### src/rtl/coincidence_shift_register.sv
// Shift-register coincidence counter for neutron multiplicity assay: gated R+A and
// long-delayed A accumulation of detector events under a start/stop measurement sequencer.
module coincidence_shift_register #(
  parameter int unsigned PREDELAY   = 8,
  parameter int unsigned GATE       = 128,
  parameter int unsigned LONG_DELAY = 1024,
  parameter int unsigned CNT_W      = 24,
  parameter int unsigned TIME_W     = 32,
  parameter int unsigned WIN_W      = $clog2(GATE + 1)
) (
  input  logic              i_clk_1mhz,
  input  logic              i_reset_n,
  input  logic              i_pulse,
  input  logic              i_start,
  input  logic              i_stop,
  input  logic [TIME_W-1:0] i_meas_cycles,
  output logic [CNT_W-1:0]  o_total_count,
  output logic [CNT_W-1:0]  o_r_plus_a_count,
  output logic [CNT_W-1:0]  o_a_count,
  output logic [WIN_W-1:0]  o_window,
  output logic              o_busy,
  output logic              o_done,
  output logic              o_valid,
  output logic              o_overflow
);

  typedef enum logic [0:0] {StIdle, StRun} state_e;

  localparam int unsigned SumW = ((CNT_W > WIN_W) ? CNT_W : WIN_W) + 1;
  localparam logic [CNT_W-1:0] CntMax = '1;

  state_e              state_q;
  logic                pulse_q;
  logic [PREDELAY-1:0]   pd_q;
  logic [GATE-1:0]       gt_q;
  logic [LONG_DELAY-1:0] lg_q;
  logic [WIN_W-1:0]    win_q, win_d;
  logic [TIME_W-1:0]   timer_q;
  logic [CNT_W-1:0]    total_q, ra_q, a_q;
  logic                done_q, valid_q, ovf_q;

  logic ev, pd_out, gt_out, lg_out, ovf_hit;

  function automatic logic [SumW-1:0] wide_sum(logic [CNT_W-1:0] acc, logic [WIN_W-1:0] inc);
    return SumW'(acc) + SumW'(inc);
  endfunction

  function automatic logic [CNT_W-1:0] sat_add(logic [CNT_W-1:0] acc, logic [WIN_W-1:0] inc);
    logic [SumW-1:0] sum;
    sum = wide_sum(acc, inc);
    return (sum > SumW'(CntMax)) ? CntMax : sum[CNT_W-1:0];
  endfunction

  function automatic logic sat_hit(logic [CNT_W-1:0] acc, logic [WIN_W-1:0] inc);
    return wide_sum(acc, inc) > SumW'(CntMax);
  endfunction

  assign ev     = i_pulse & ~pulse_q;
  assign pd_out = pd_q[PREDELAY-1];
  assign gt_out = gt_q[GATE-1];
  assign lg_out = lg_q[LONG_DELAY-1];

  // win_d is W at the current edge; both accumulators add it, o_window shows it one edge later
  always_comb begin
    win_d = win_q;
    unique case ({pd_out, gt_out})
      2'b10:   win_d = win_q + WIN_W'(1);
      2'b01:   win_d = win_q - WIN_W'(1);
      default: win_d = win_q;
    endcase
  end

  always_comb begin
    ovf_hit = 1'b0;
    if (ev && (sat_hit(total_q, WIN_W'(1)) || sat_hit(ra_q, win_d))) ovf_hit = 1'b1;
    if (lg_out && sat_hit(a_q, win_d)) ovf_hit = 1'b1;
  end

  always_ff @(posedge i_clk_1mhz or negedge i_reset_n) begin
    if (!i_reset_n) begin
      state_q <= StIdle;
      pulse_q <= 1'b0;
      pd_q    <= '0;
      gt_q    <= '0;
      lg_q    <= '0;
      win_q   <= '0;
      timer_q <= '0;
      total_q <= '0;
      ra_q    <= '0;
      a_q     <= '0;
      done_q  <= 1'b0;
      valid_q <= 1'b0;
      ovf_q   <= 1'b0;
    end else begin
      // Delay lines and window run in every state so IDLE events still feed later runs
      pulse_q <= i_pulse;
      pd_q    <= (pd_q << 1) | PREDELAY'(ev);
      gt_q    <= (gt_q << 1) | GATE'(pd_out);
      lg_q    <= (lg_q << 1) | LONG_DELAY'(ev);
      win_q   <= win_d;
      done_q  <= 1'b0;
      if (i_start) begin
        state_q <= StRun;
        timer_q <= i_meas_cycles;
        total_q <= '0;
        ra_q    <= '0;
        a_q     <= '0;
        valid_q <= 1'b0;
        ovf_q   <= 1'b0;
      end else if (state_q == StRun) begin
        if (ev) begin
          total_q <= sat_add(total_q, WIN_W'(1));
          ra_q    <= sat_add(ra_q, win_d);
        end
        if (lg_out) a_q <= sat_add(a_q, win_d);
        ovf_q <= ovf_q | ovf_hit;
        // A zero length never reaches 1, so such a run only ends on i_stop
        if (i_stop || (timer_q == TIME_W'(1))) begin
          state_q <= StIdle;
          done_q  <= 1'b1;
          valid_q <= 1'b1;
        end else if (timer_q != '0) begin
          timer_q <= timer_q - TIME_W'(1);
        end
      end
    end
  end

  assign o_total_count    = total_q;
  assign o_r_plus_a_count = ra_q;
  assign o_a_count        = a_q;
  assign o_window         = win_q;
  assign o_busy           = (state_q == StRun);
  assign o_done           = done_q;
  assign o_valid          = valid_q;
  assign o_overflow       = ovf_q;

endmodule

### config.mk
export PLATFORM = sky130hd
export DESIGN_NAME = coincidence_shift_register
export DESIGN_NICKNAME = d
export VERILOG_FILES = /design/src/rtl/coincidence_shift_register.sv
export SDC_FILE = /design/constraint.sdc
export NUM_CORES = 1
export LEC_CHECK = 0
export ABC_AREA = 0
export CAP_MARGIN = 5
export CORE_ASPECT_RATIO = 2
export CORE_UTILIZATION = 50
export CTS_CLUSTER_SIZE = 12
export DETAILED_ROUTE_END_ITERATION = 7
export PLACE_DENSITY = 0.7
export SLEW_MARGIN = 20
export SYNTH_ARGS = -nofsm -noshare
export SYNTH_HDL_FRONTEND = slang
export SYNTH_SLANG_ARGS = --single-unit
### constraint.sdc
create_clock -name i_clk_1mhz -period 4.2 [get_ports i_clk_1mhz]
set_clock_uncertainty 0.2 [all_clocks]
set_input_delay 0.42 -clock i_clk_1mhz [delete_from_list [all_inputs] [get_ports i_clk_1mhz]]
set_output_delay 0.42 -clock i_clk_1mhz [all_outputs]
set_load 0.01 [all_outputs]
# After elaboration in Yosys (flattened, before gate mapping)
# Index checks and enable logic that the tools add are counted.
[word_totals] ff_bits=1277 inputBits=37 out_inout_bits=84 word_cells=76
[classes] n_addsub=6 order_cmp=3 n_eq_ne=4 n_mux=30 bitwise=6 reduce_logical=14
[op_table] operator="$or A1024 B1 Y1024" n=1
[op_table] operator="$mux W24" n=12
[op_table] operator="$mux W32" n=4
[op_table] operator="$or A128 B1 Y128" n=1
[op_table] operator="$gt A25 B24 Y1 const B" n=3
[op_table] operator="$add A24 B8 Y25" n=2
[op_table] operator="$eq A32 B1 Y1 const B" n=1
[op_table] operator="$reduce_bool A32 Y1" n=1
[op_table] operator="$sub A32 B1 Y32 const B" n=1
[op_table] operator="$add A24 B1 Y25 const B" n=1
[op_table] operator="$pmux W8 S2" n=1
[op_table] operator="$mux W1" n=13
[op_table] operator="$reduce_bool A2 Y1" n=5
[op_table] operator="$add A8 B1 Y8 const B" n=1
[op_table] operator="$or A8 B1 Y8" n=1
[op_table] operator="$sub A8 B1 Y8 const B" n=1
[op_table] operator="$reduce_and A2 Y1" n=3
[op_table] operator="$reduce_and A3 Y1" n=1
[op_table] operator="$eq A2 B1 Y1 const B" n=1
[op_table] operator="$eq A2 B2 Y1 const B" n=1
[op_table] operator="$logic_and A1 B1 Y1" n=2
[op_table] operator="$logic_or A1 B1 Y1" n=2
[op_table] operator="$ne A2 B2 Y1 const B" n=1
[op_table] operator="$and A1 B1 Y1" n=1
[op_table] operator="2 further kinds" n=2

# Logic depth before layout (Yosys ltp)
[logic_depth] depth_word=11 mapped_depth=20 mapped_depth_nobuf=18

# Worst setup path before layout
# OpenSTA, ideal clock, no wires.
[synth_timing] kind="register -> register" start="register, netlist name lg_q[7]" end="register a_q[22] (netlist: o_a_count[22])" setup_ns=0.099 t_arrival_ns=3.992 required_ns=3.901 setup_slack_ns=-0.091 path_stages_with_launch=20 path_buffers=1 period_less_slack_ns=4.291 cell_sequence="dfrtp_1 > inv_1 > ha_1 > clkbuf_1 > xor2_1 > ha_1 > a31oi_1 > o22ai_1 > or3_1 > o21ai_0 > a311o_1 > xor2_1 > ha_1 > o21a_1 > o21ai_0 > a211oi_1 > and3_1 > and3_1 > a31oi_1 > a311oi_1"
[synth_lines] element="end signal, assigned" line="115" text="if (lg_out) a_q <= sat_add(a_q, win_d);"
[synth_lines] element="end, declared" line="39" text="logic [CNT_W-1:0] total_q, ra_q, a_q;"

==> flow_summary.yaml <==
critical_path:
  cpMaxStageDelayCell: "dfrtp_1"
  crit_path_cell_trace: "ha_2 > xor2_1 > ha_2 > a21oi_1 > o22ai_2 > or3_1 > o21ai_0 > a311o_1 > xor2_2 > ha_2 > or2_2 > a31oi_2 > nor2_1 > and2_4 > and3_1 > a41oi_2 > nor3_1"
  cp_max_fo: 5
  required_ns: 4.52
  crit_buf_inv: 0
  crit_top_cell: "ha_2"
  critical_path_class: "flip-flop to flip-flop"
  cpPeakStageDelay_ns: 0.41
  worst_setup_path_start_kind: "flip-flop"
  r2r_cells: 17
  cp_top_family: "simple AND/OR/NAND/NOR gates"
  reg2reg_from: "lg_q[135]"
  critPathArrivalTime_ns: 4.33
  reg2reg_slack_ns: 0.18
  cp-end-kind: "flip-flop"
  reg2reg_to: "o_a_count[15]"
global_routing:
  grt_pass1_vias: 17600
  grt_pass1_wl_mm: 101
  grt-ovfl-total: 0
  groute.usage.overall: 0.199
  grt_max_degree: 124
  antenna_found_initial: 1
logic_synthesis:
  yosys.area_share.simple: 0.0481
  syn-num-nets: 1947
  synth_fa_ha_area_frac: 0.0111
  synth_most_common_cell: "dfrtp_1"
  synth_top_family_by_area: "simple AND/OR/NAND/NOR gates"
  synthCells: 1882
  asyncSetResetFlopFracSynth: 1.00
  synthTopCellsByArea: "dfrtp_1 86%, nand2_1 1.1%, o21ai_0 1.0%"
  synth-compound-area-share: 0.0465
  synth_edf_count: 0
  synth-seq-cells: 1141
  synthTopCellsByCount: "1,141 x dfrtp_1, 98 x nand2_1, 68 x o21ai_0, 66 x nor2_1, 65 x a21oi_1"
  yosysTopAreaCell: "dfrtp_1"
  yosys.area_share.xor_xnor: 0.0154
  avgSynthCellArea_um2: 17.6
  synth.yosys.warnings: 0
  ys_seq_area_frac: 0.864
  synth_area_um2: 33000
  synth_flop_cell: "dfrtp_1"
  synth.distinct_cells: 61
  synthMuxAreaShare: 0.00685
  synth_top_area_share: 0.864
pwr:
  vdd_ir_drop_max_mv: 0.406
  finalPower_w: 0.0206
  p_leak_nw: 19.5
  cellPowerDensity_nw_per_um2: 534
die:
  dieHeight_um: 366
  ios: 121
  initial_core_util: 0.504
  row_count: 133
  die_w_um: 184
  die-area_um2: 67200
  core_um2: 65600
timing:
  finalHoldViolations: 0
  setup_viol: 0
  slew_violations: 0
  finalCritPeriodShare: 0.956
  fmaxAchievable_mhz: 249
  tightest_slew_ns: 0.876
  finalCriticalPeriod_ns: 4.02
  max_slew_margin: 0.416
  whs_ns: 0.133
  rsz0062_at_grt: "yes"
  setup_ws_ns: 0.185
min_path:
  hp-class: "flip-flop to flip-flop"
  holdCritStartpoint: "lg_q[439]"
  worstHoldPathCells: 0
  hold_end: "lg_q[440]"
route:
  ant_nets: 0
  detailedRoute.firstIterationViolations: 927
  routedWlPerCell_um: 20.8
  remaining_drc_errors: 0
  vias: 15600
  vias_per_cell: 5.18
  first_pass_iters: 8
  wl_mm: 62.8
clock_network:
  clock_latency_ns: 0.67
  htreeDepth: 3
  clockRootBuffer: "clkbuf_16"
  clk_pin_slew_worst_paths_ns: 0.06
  cts_tree: "built"
  clock-sinks: 1141
  cts.path.max_buffers: 3
  cts_inserted_buffers: 106
finish:
  fin_util: 0.589
  drive_above_1_share: 0.0988
  nNetsFinal: 2186
  area.growth.synth_to_final_pct: 17.0
  final_area_um2: 38600
run_status:
  status: "complete, no violations"
place:
  placed_area_um2: 35600
  port_buffers: 120
  dp_hpwl_mm: 33.8
  dp_worst_setup_slack_ns: -0.0285
  gp_congestion: 0.875
flow_run:
  maxCapViolCount: 0
## power by group
group	internal [W]	leakage [nW]	switching [W]
Sequential	0.0111	15.8	0.000131
Combinational	0.000391	2.31	0.000625
Clock	0.00454	1.39	0.00386
Total	0.0160	19.5	0.00462
## cell families after synthesis
family | count (synthesis)
flip-flops | 1141
AND/OR/NAND/NOR | 323
AO/OA/AOI/OAI | 242
buffers and inverters | 69
multiplexers | 21
XOR/XNOR | 58
adder cells (fa/ha/maj) | 28
## per-layer routing
| metal | wire length [µm] | vias up | global-route usage |
|---|---|---|---|
| met4 | 2160 | 0 | 0.0899 |
| met3 | 3630 | 136 | 0.0436 |
| met1 | 25000 | 8285 | 0.249 |
| met5 | 0 | - | 0 |
| met2 | 32000 | 485 | 0.333 |
| li1 | - | 6695 | - |
## through the flow
step | instances | TNS [ns]
6_report | 3013 | 0
3_3_place_gp | 2881 | 0
3_5_place_dp | 2881 | -0.0285
5_1_grt | 3013 | -0.174
2_1_floorplan | 1882 | 0
4_1_cts | 3007 | 0
## area by class of cell
type / instances / area [µm²]
inverter: 25 / 93.8
sequential: 1141 / 28600
clock buffer: 114 / 2700
antenna: 1 / 2.50
timing repair buffer: 175 / 1740
multi-input combinational: 672 / 4320
clock inverter: 8 / 139
tap: 877 / 1100
fill: 4685 / 26900
## cell usage in the layout (no fill, tap or decap), drive strengths merged, types with 8 or more instances in the layout
| cell | n |
|---|---|
| nand3 | 29 |
| nand2b | 8 |
| a21o | 14 |
| or3 | 8 |
| clkbuf | 114 |
| xor2 | 30 |
| mux2i | 8 |
| buf | 54 |
| nor3 | 24 |
| ha | 26 |
| o21a | 10 |
| nor2b | 11 |
| dfrtp | 1141 |
| nand4 | 18 |
| a21oi | 65 |
| nor2 | 66 |
| o211ai | 9 |
| xnor2 | 28 |
| a31oi | 16 |
| nor4 | 11 |
| o21ai | 69 |
| nand2 | 98 |
| clkdlybuf4s50 | 118 |
| mux2 | 13 |
| inv | 28 |
| and3 | 17 |
## worst max path at each step
stage | cells past startpoint | endpoint | startpoint | slack, ns
after CTS | 17 | o_a_count[15] | lg_q[135] | 0.002
final | 17 | o_a_count[15] | lg_q[135] | 0.18
after detailed placement | 18 | o_a_count[22] | lg_q[7] | -0.03
after global placement | 18 | o_overflow | lg_q[7] | 0.1
after floorplan | 19 | o_a_count[22] | lg_q[7] | 0.03
after global routing | 18 | o_overflow | lg_q[135] | -0.05
## sequential cells by signal, indices dropped and copies added (netlist names)
register / count
timer_q: 32
o_done: 1
o_overflow: 1
o_r_plus_a_count: 24
o_busy: 1
o_valid: 1
lg_q: 1024
o_total_count: 24
pulse_q: 1
o_a_count: 24
o_window: 8
## timing repair
action	in CTS	in global routing
endpoints found under the hold margin	81	0
setup endpoints to repair	12	41
pin swaps	1	6
hold buffers	3	0
resized for setup	5	21
setup buffers	1	5
(Power assumes the default switching activity.)
==> variant 1: new RTL, config.mk and constraints unchanged <==
Register the input `i_meas_cycles` before use, without a reset. The logic sees it one clock later. The other inputs are not delayed to match.
--- a/src/rtl/coincidence_shift_register.sv
+++ b/src/rtl/coincidence_shift_register.sv
@@ -29,4 +29,10 @@
   localparam int unsigned SumW = ((CNT_W > WIN_W) ? CNT_W : WIN_W) + 1;
   localparam logic [CNT_W-1:0] CntMax = '1;
+
+  logic [TIME_W-1:0] i_meas_cycles_q;
+
+  always_ff @(posedge i_clk_1mhz) begin
+    i_meas_cycles_q <= i_meas_cycles;
+  end
 
   state_e              state_q;
@@ -102,5 +108,5 @@
       if (i_start) begin
         state_q <= StRun;
-        timer_q <= i_meas_cycles;
+        timer_q <= i_meas_cycles_q;
         total_q <= '0;
         ra_q    <= '0;
Check against the original RTL: not equivalent (Yosys sat finds a counterexample within 4 cycles, from zero or initial values and one cycle with i_reset_n low).
==> variant 1 against the unedited design <==
Worst setup slack better by 0.023 ns. Wire length is 7.4% higher. Clock power is 5.8% higher. Cell area is 3.6% higher. Die area is 2.6% higher. Power is 3.8% higher. Combinational power hardly changed. Synthesized area is 2.6% higher. Sequential cell count is 32 higher. Highest routed layer unchanged.
==> variant 1: results <==
export IMPL_hold_depth=1
export IMPL_clockNetworkAreaShare_pct=7.77
export IMPL_power_switching_mw=4.75
export IMPL_drt_iter0_markers=1016
export IMPL_synthArstFlopShare_pct=97.3
export IMPL_worstRegToRegCells=18
export IMPL_cts_buffers=109
export IMPL_worstMarginPinSlew_ns=0.958
export IMPL_min_to="pulse_q"
export IMPL_yosysSeqAreaShare_pct=86.1
export IMPL_clock_sinks=1173
export IMPL_antenna_found_initial=3
export IMPL_nClkBuffers=152
export IMPL_htreeDepth=3
export IMPL_worst_hold_path_type="in -> reg"
export IMPL_hold_start="i_pulse"
export IMPL_grt_start_max_net_pins=182
export IMPL_clock_latency_ns=0.69
export IMPL_ys_top_cells_by_count="dfrtp_1, nand2_1, o21ai_0, nor2_1, a21oi_1"
export IMPL_multi_input_gates=703
export IMPL_reg2reg_to="o_a_count[23]"
export IMPL_synth_distinct_cells=80
export IMPL_inverters_excl_clock=31
export IMPL_top_regs="lg_q x1024, i_meas_cycles_q x32, timer_q x32"
export IMPL_grt_pass1_vias=18310
export IMPL_outcome="finished clean"
export IMPL_final_layout_size_suffix_gt1_share_pct=9.59
export IMPL_critPathMaxFanout=4
export IMPL_synth_nets=2012
export IMPL_drt_first_pass_iters=5
export IMPL_non_clock_buffer_area_share_pct=4.92
export IMPL_worst_path_max_delay_cell="or4_1"
export IMPL_ir_worst_vdd_uv=385
export IMPL_fillCellCount=4668
export IMPL_ys_warn_count=0
export IMPL_final_nets=2288
export IMPL_grt_total_usage_pct=21.0
export IMPL_reg2reg_from="lg_q[7]"
export IMPL_power_density_nw_per_um2=535
export IMPL_place_gp_congestion=0.890
export IMPL_synthTopCellsByArea="dfrtp_1, dfxtp_1, o21ai_0"
export IMPL_multi_input_area_share_pct=11.3
export IMPL_r2r_slack_ns=0.21
export IMPL_critical_path_top_delay_family="compound AO/OA/AOI/OAI gates"
==> variant 1: cell count changes after synthesis, moves of 7 or more <==
cell | before | now
a211oi_1 | 6 | 17
dfxtp_1 | 0 | 32
mux2_2 | 13 | 3
o21ai_0 | 68 | 89
nand3_1 | 29 | 36
and3_1 | 17 | 10
o21a_1 | 10 | 3
a21oi_1 | 65 | 42
o21ai_1 | 1 | 9
clkbuf_1 | 42 | 32
==> variant 1: repair_timing <==
item,CTS,global route
endpoints found under the setup margin,1,47
hold endpoints to repair,109,0
pin swaps,0,3
buffers inserted,0,3
gates resized for setup,1,16
hold buffers,26,0
==> variant 1: cells by family (layout without fill, tap and decap cells) <==
kind of cell | Yosys count | count (layout) | synth area share [%]
AND/OR/NAND/NOR | 352 | 352 | 5.46
buffers and inverters | 71 | 398 | 0.815
AO/OA/AOI/OAI | 253 | 253 | 4.73
XOR/XNOR | 63 | 63 | 1.63
flip-flops | 1173 | 1173 | 86.1
multiplexers | 7 | 7 | 0.218
other | 0 | 1 | 0
adder cells (fa/ha/maj) | 28 | 28 | 1.08
==> variant 1: worst max path at each step <==
stage,from,to,slack (ns),depth (start not counted)
after floorplan,lg_q[7],o_r_plus_a_count[13],0.01,19
final,lg_q[7],o_a_count[23],0.21,18
after CTS,lg_q[7],o_r_plus_a_count[3],0.02,17
after global routing,lg_q[7],o_a_count[15],0.02,17
after global placement,lg_q[7],o_a_count[23],0.05,17
after detailed placement,lg_q[7],o_overflow,0.004,17
==> variant 1: worst reg2reg max path, cell delays in order, from the launching register on <==
cell	delay (ns)
dfrtp_1	0.36
inv_1	0.07
ha_1	0.20
xor2_1	0.16
ha_1	0.18
buf_4	0.13
a21oi_1	0.15
xnor2_1	0.15
nor2_1	0.07
xor2_1	0.14
buf_4	0.16
ha_1	0.34
o21ai_0	0.10
o21bai_1	0.29
o221ai_2	0.17
buf_4	0.17
a21o_1	0.20
or4_1	0.41
a32o_1	0.27
==> variant 1: metrics by stage <==
stage | area, sq um | util, % | instances
6_report | 40000 | 59.8 | 3159
4_1_cts | 39900 | 59.7 | 3155
2_1_floorplan | 33900 | - | 1947
3_3_place_gp | 36500 | 54.6 | 2967
5_1_grt | 40000 | 59.8 | 3158
3_5_place_dp | 36500 | 54.6 | 2967
==> variant 1: power by group through the flow <==
stage,Sequential (mW),Clock (mW),Combinational (mW)
global placement,11.7,0,0.957
floorplan,11.7,0,0.391
detailed placement,11.7,0,0.982
finish,11.5,8.89,1.02
CTS,11.5,9.21,1.02
global route,11.5,9.60,1.14
==> variant 1: metal layers <==
metal | vias to the layer above | GRT usage [%] | share of wire [%]
met5 | - | 0 | 0
met4 | 0 | 8.62 | 3.3
met3 | 144 | 4.24 | 5.3
met2 | 479 | 34.2 | 51
met1 | 8630 | 27.6 | 41
li1 | 7039 | - | -
==> variant 2: new RTL, config.mk and constraints unchanged <==
Without the edit above. The parameter `CNT_W` goes from 24 to 20.
--- a/src/rtl/coincidence_shift_register.sv
+++ b/src/rtl/coincidence_shift_register.sv
@@ -5,5 +5,5 @@
   parameter int unsigned GATE       = 128,
   parameter int unsigned LONG_DELAY = 1024,
-  parameter int unsigned CNT_W      = 24,
+  parameter int unsigned CNT_W      = 20,
   parameter int unsigned TIME_W     = 32,
   parameter int unsigned WIN_W      = $clog2(GATE + 1)
Ports: changed (resized o_a_count, o_r_plus_a_count and o_total_count); port bits go from 121 to 109. No check against the original RTL was run, so the function may have changed too.
==> variant 2 against the unedited design <==
Via count fell by 3.0%. Die area fell by 2.0%. First-iteration DRC count rose by 27%. Fmax rose by 0.97%. Synthesized area fell by 2.0%. Wire length fell by 4.2%. Worst setup slack improved by 0.039 ns. Sequential cell count fell by 12. Synthesized cell count fell by 3.3%. Sequential share of layout area rose by 0.94 points. Power fell by 0.67%. Cell area fell by 2.3%. Largest cell class unchanged.
==> variant 2: results <==
export IMPL_outcome="finished clean"
export IMPL_avgViaCountPerCell=5.31
export IMPL_grt_pass1_vias=17061
export IMPL_place_area_sq_um=34700
export IMPL_switching_share_pct=22.2
export IMPL_final_layout_size_suffix_gt1_share_pct=9.99
export IMPL_wl_met2_um=30300
export IMPL_synth_adder_area_share_pct=1.13
export IMPL_drt_iter0_markers=1177
export IMPL_grt_total_usage_pct=19.3
export IMPL_worst_hold_path_type="in -> async"
export IMPL_ff_latch_area_sq_um=28300
export IMPL_worstMarginPinSlew_ns=0.942
export IMPL_crit_arrival_ns=4.36
export IMPL_p_leak_nw=19.1
export IMPL_synthTopCellsByArea="dfrtp_1, a21oi_1, o21ai_0"
export IMPL_grt_start_max_net_pins=142
export IMPL_diodes=0
export IMPL_place_gp_congestion=0.870
export IMPL_grt_pass1_wl_um=97600
export IMPL_ys_top_cells_by_count="dfrtp_1, a21oi_1, nor2_1, o21ai_0, nand2_1"
export IMPL_drt_met1_wl_um=25000
export IMPL_worstRegToRegCells=18
export IMPL_post_place_cells=2726
export IMPL_drt_first_pass_iters=5
export IMPL_place_ws_ns=-0.173
export IMPL_muxShareOfSynthArea_pct=0.0657
export IMPL_place_hpwl_um=30500
export IMPL_ir_worst_vdd_uv=464
export IMPL_cts_buffers=105
export IMPL_critPathMaxFanout=8
export IMPL_port_buffers=108
export IMPL_yosysSeqAreaShare_pct=87.3
export IMPL_final_nets=2105
export IMPL_r2r_slack_ns=0.22
export IMPL_whs_ns=0.112
==> variant 2: cell types whose count changed after synthesis, moves of 11 or more <==
cell	change
xor2_1	-17
o22ai_1	+20
nand2_1	-51
mux2_2	-12
a31oi_1	+11
a21oi_1	+12
dfrtp_1	-12
xnor2_1	-16
nor3_1	+12
nand4_1	-11
==> variant 2: worst max path at each step <==
stage          startpoint                    to  slack (ns)  cells after the start
3_5_place_dp      lg_q[7]         o_a_count[18]       -0.17                     18
3_3_place_gp      lg_q[7]          o_a_count[3]       -0.04                     18
6_report        lg_q[135]  o_r_plus_a_count[11]        0.22                     18
2_1_floorplan   lg_q[135]  o_r_plus_a_count[15]       0.006                     18
5_1_grt           lg_q[7]  o_r_plus_a_count[16]       -0.05                     18
4_1_cts         lg_q[135]  o_r_plus_a_count[11]        0.03                     18
==> variant 2: logic make-up after synthesis <==
kind of cell / after synthesis
multiplexers: 2
adder cells (fa/ha/maj): 28
AO/OA/AOI/OAI: 271
buffers and inverters: 72
XOR/XNOR: 25
flip-flops: 1129
AND/OR/NAND/NOR: 292
==> variant 2: power by group through the flow <==
stage                     Clock [mW]  Sequential, mW  Combinational, mW
after CTS                       8.72            11.1              0.963
after global routing            9.08            11.1               1.08
after floorplan                    0            11.3              0.442
after global placement             0            11.3              0.908
after detailed placement           0            11.3              0.941
final                           8.43            11.1              0.965
==> variant 2: per-layer routing <==
metal	vias to the layer above	GRT usage (%)
met1	8058	25.4
met4	4	7.69
li1	6502	-
met5	-	0
met3	152	3.89
met2	414	32.0
==> variant 2: final cells by class <==
cell class | instances | area share, %
sequential | 1129 | 74.8
multi-input combinational | 618 | 10.5
clock buffer | 109 | 7.02
timing repair buffer | 156 | 4.15
tap | 798 | 2.64
clock inverter | 11 | 0.533
inverter | 30 | 0.302
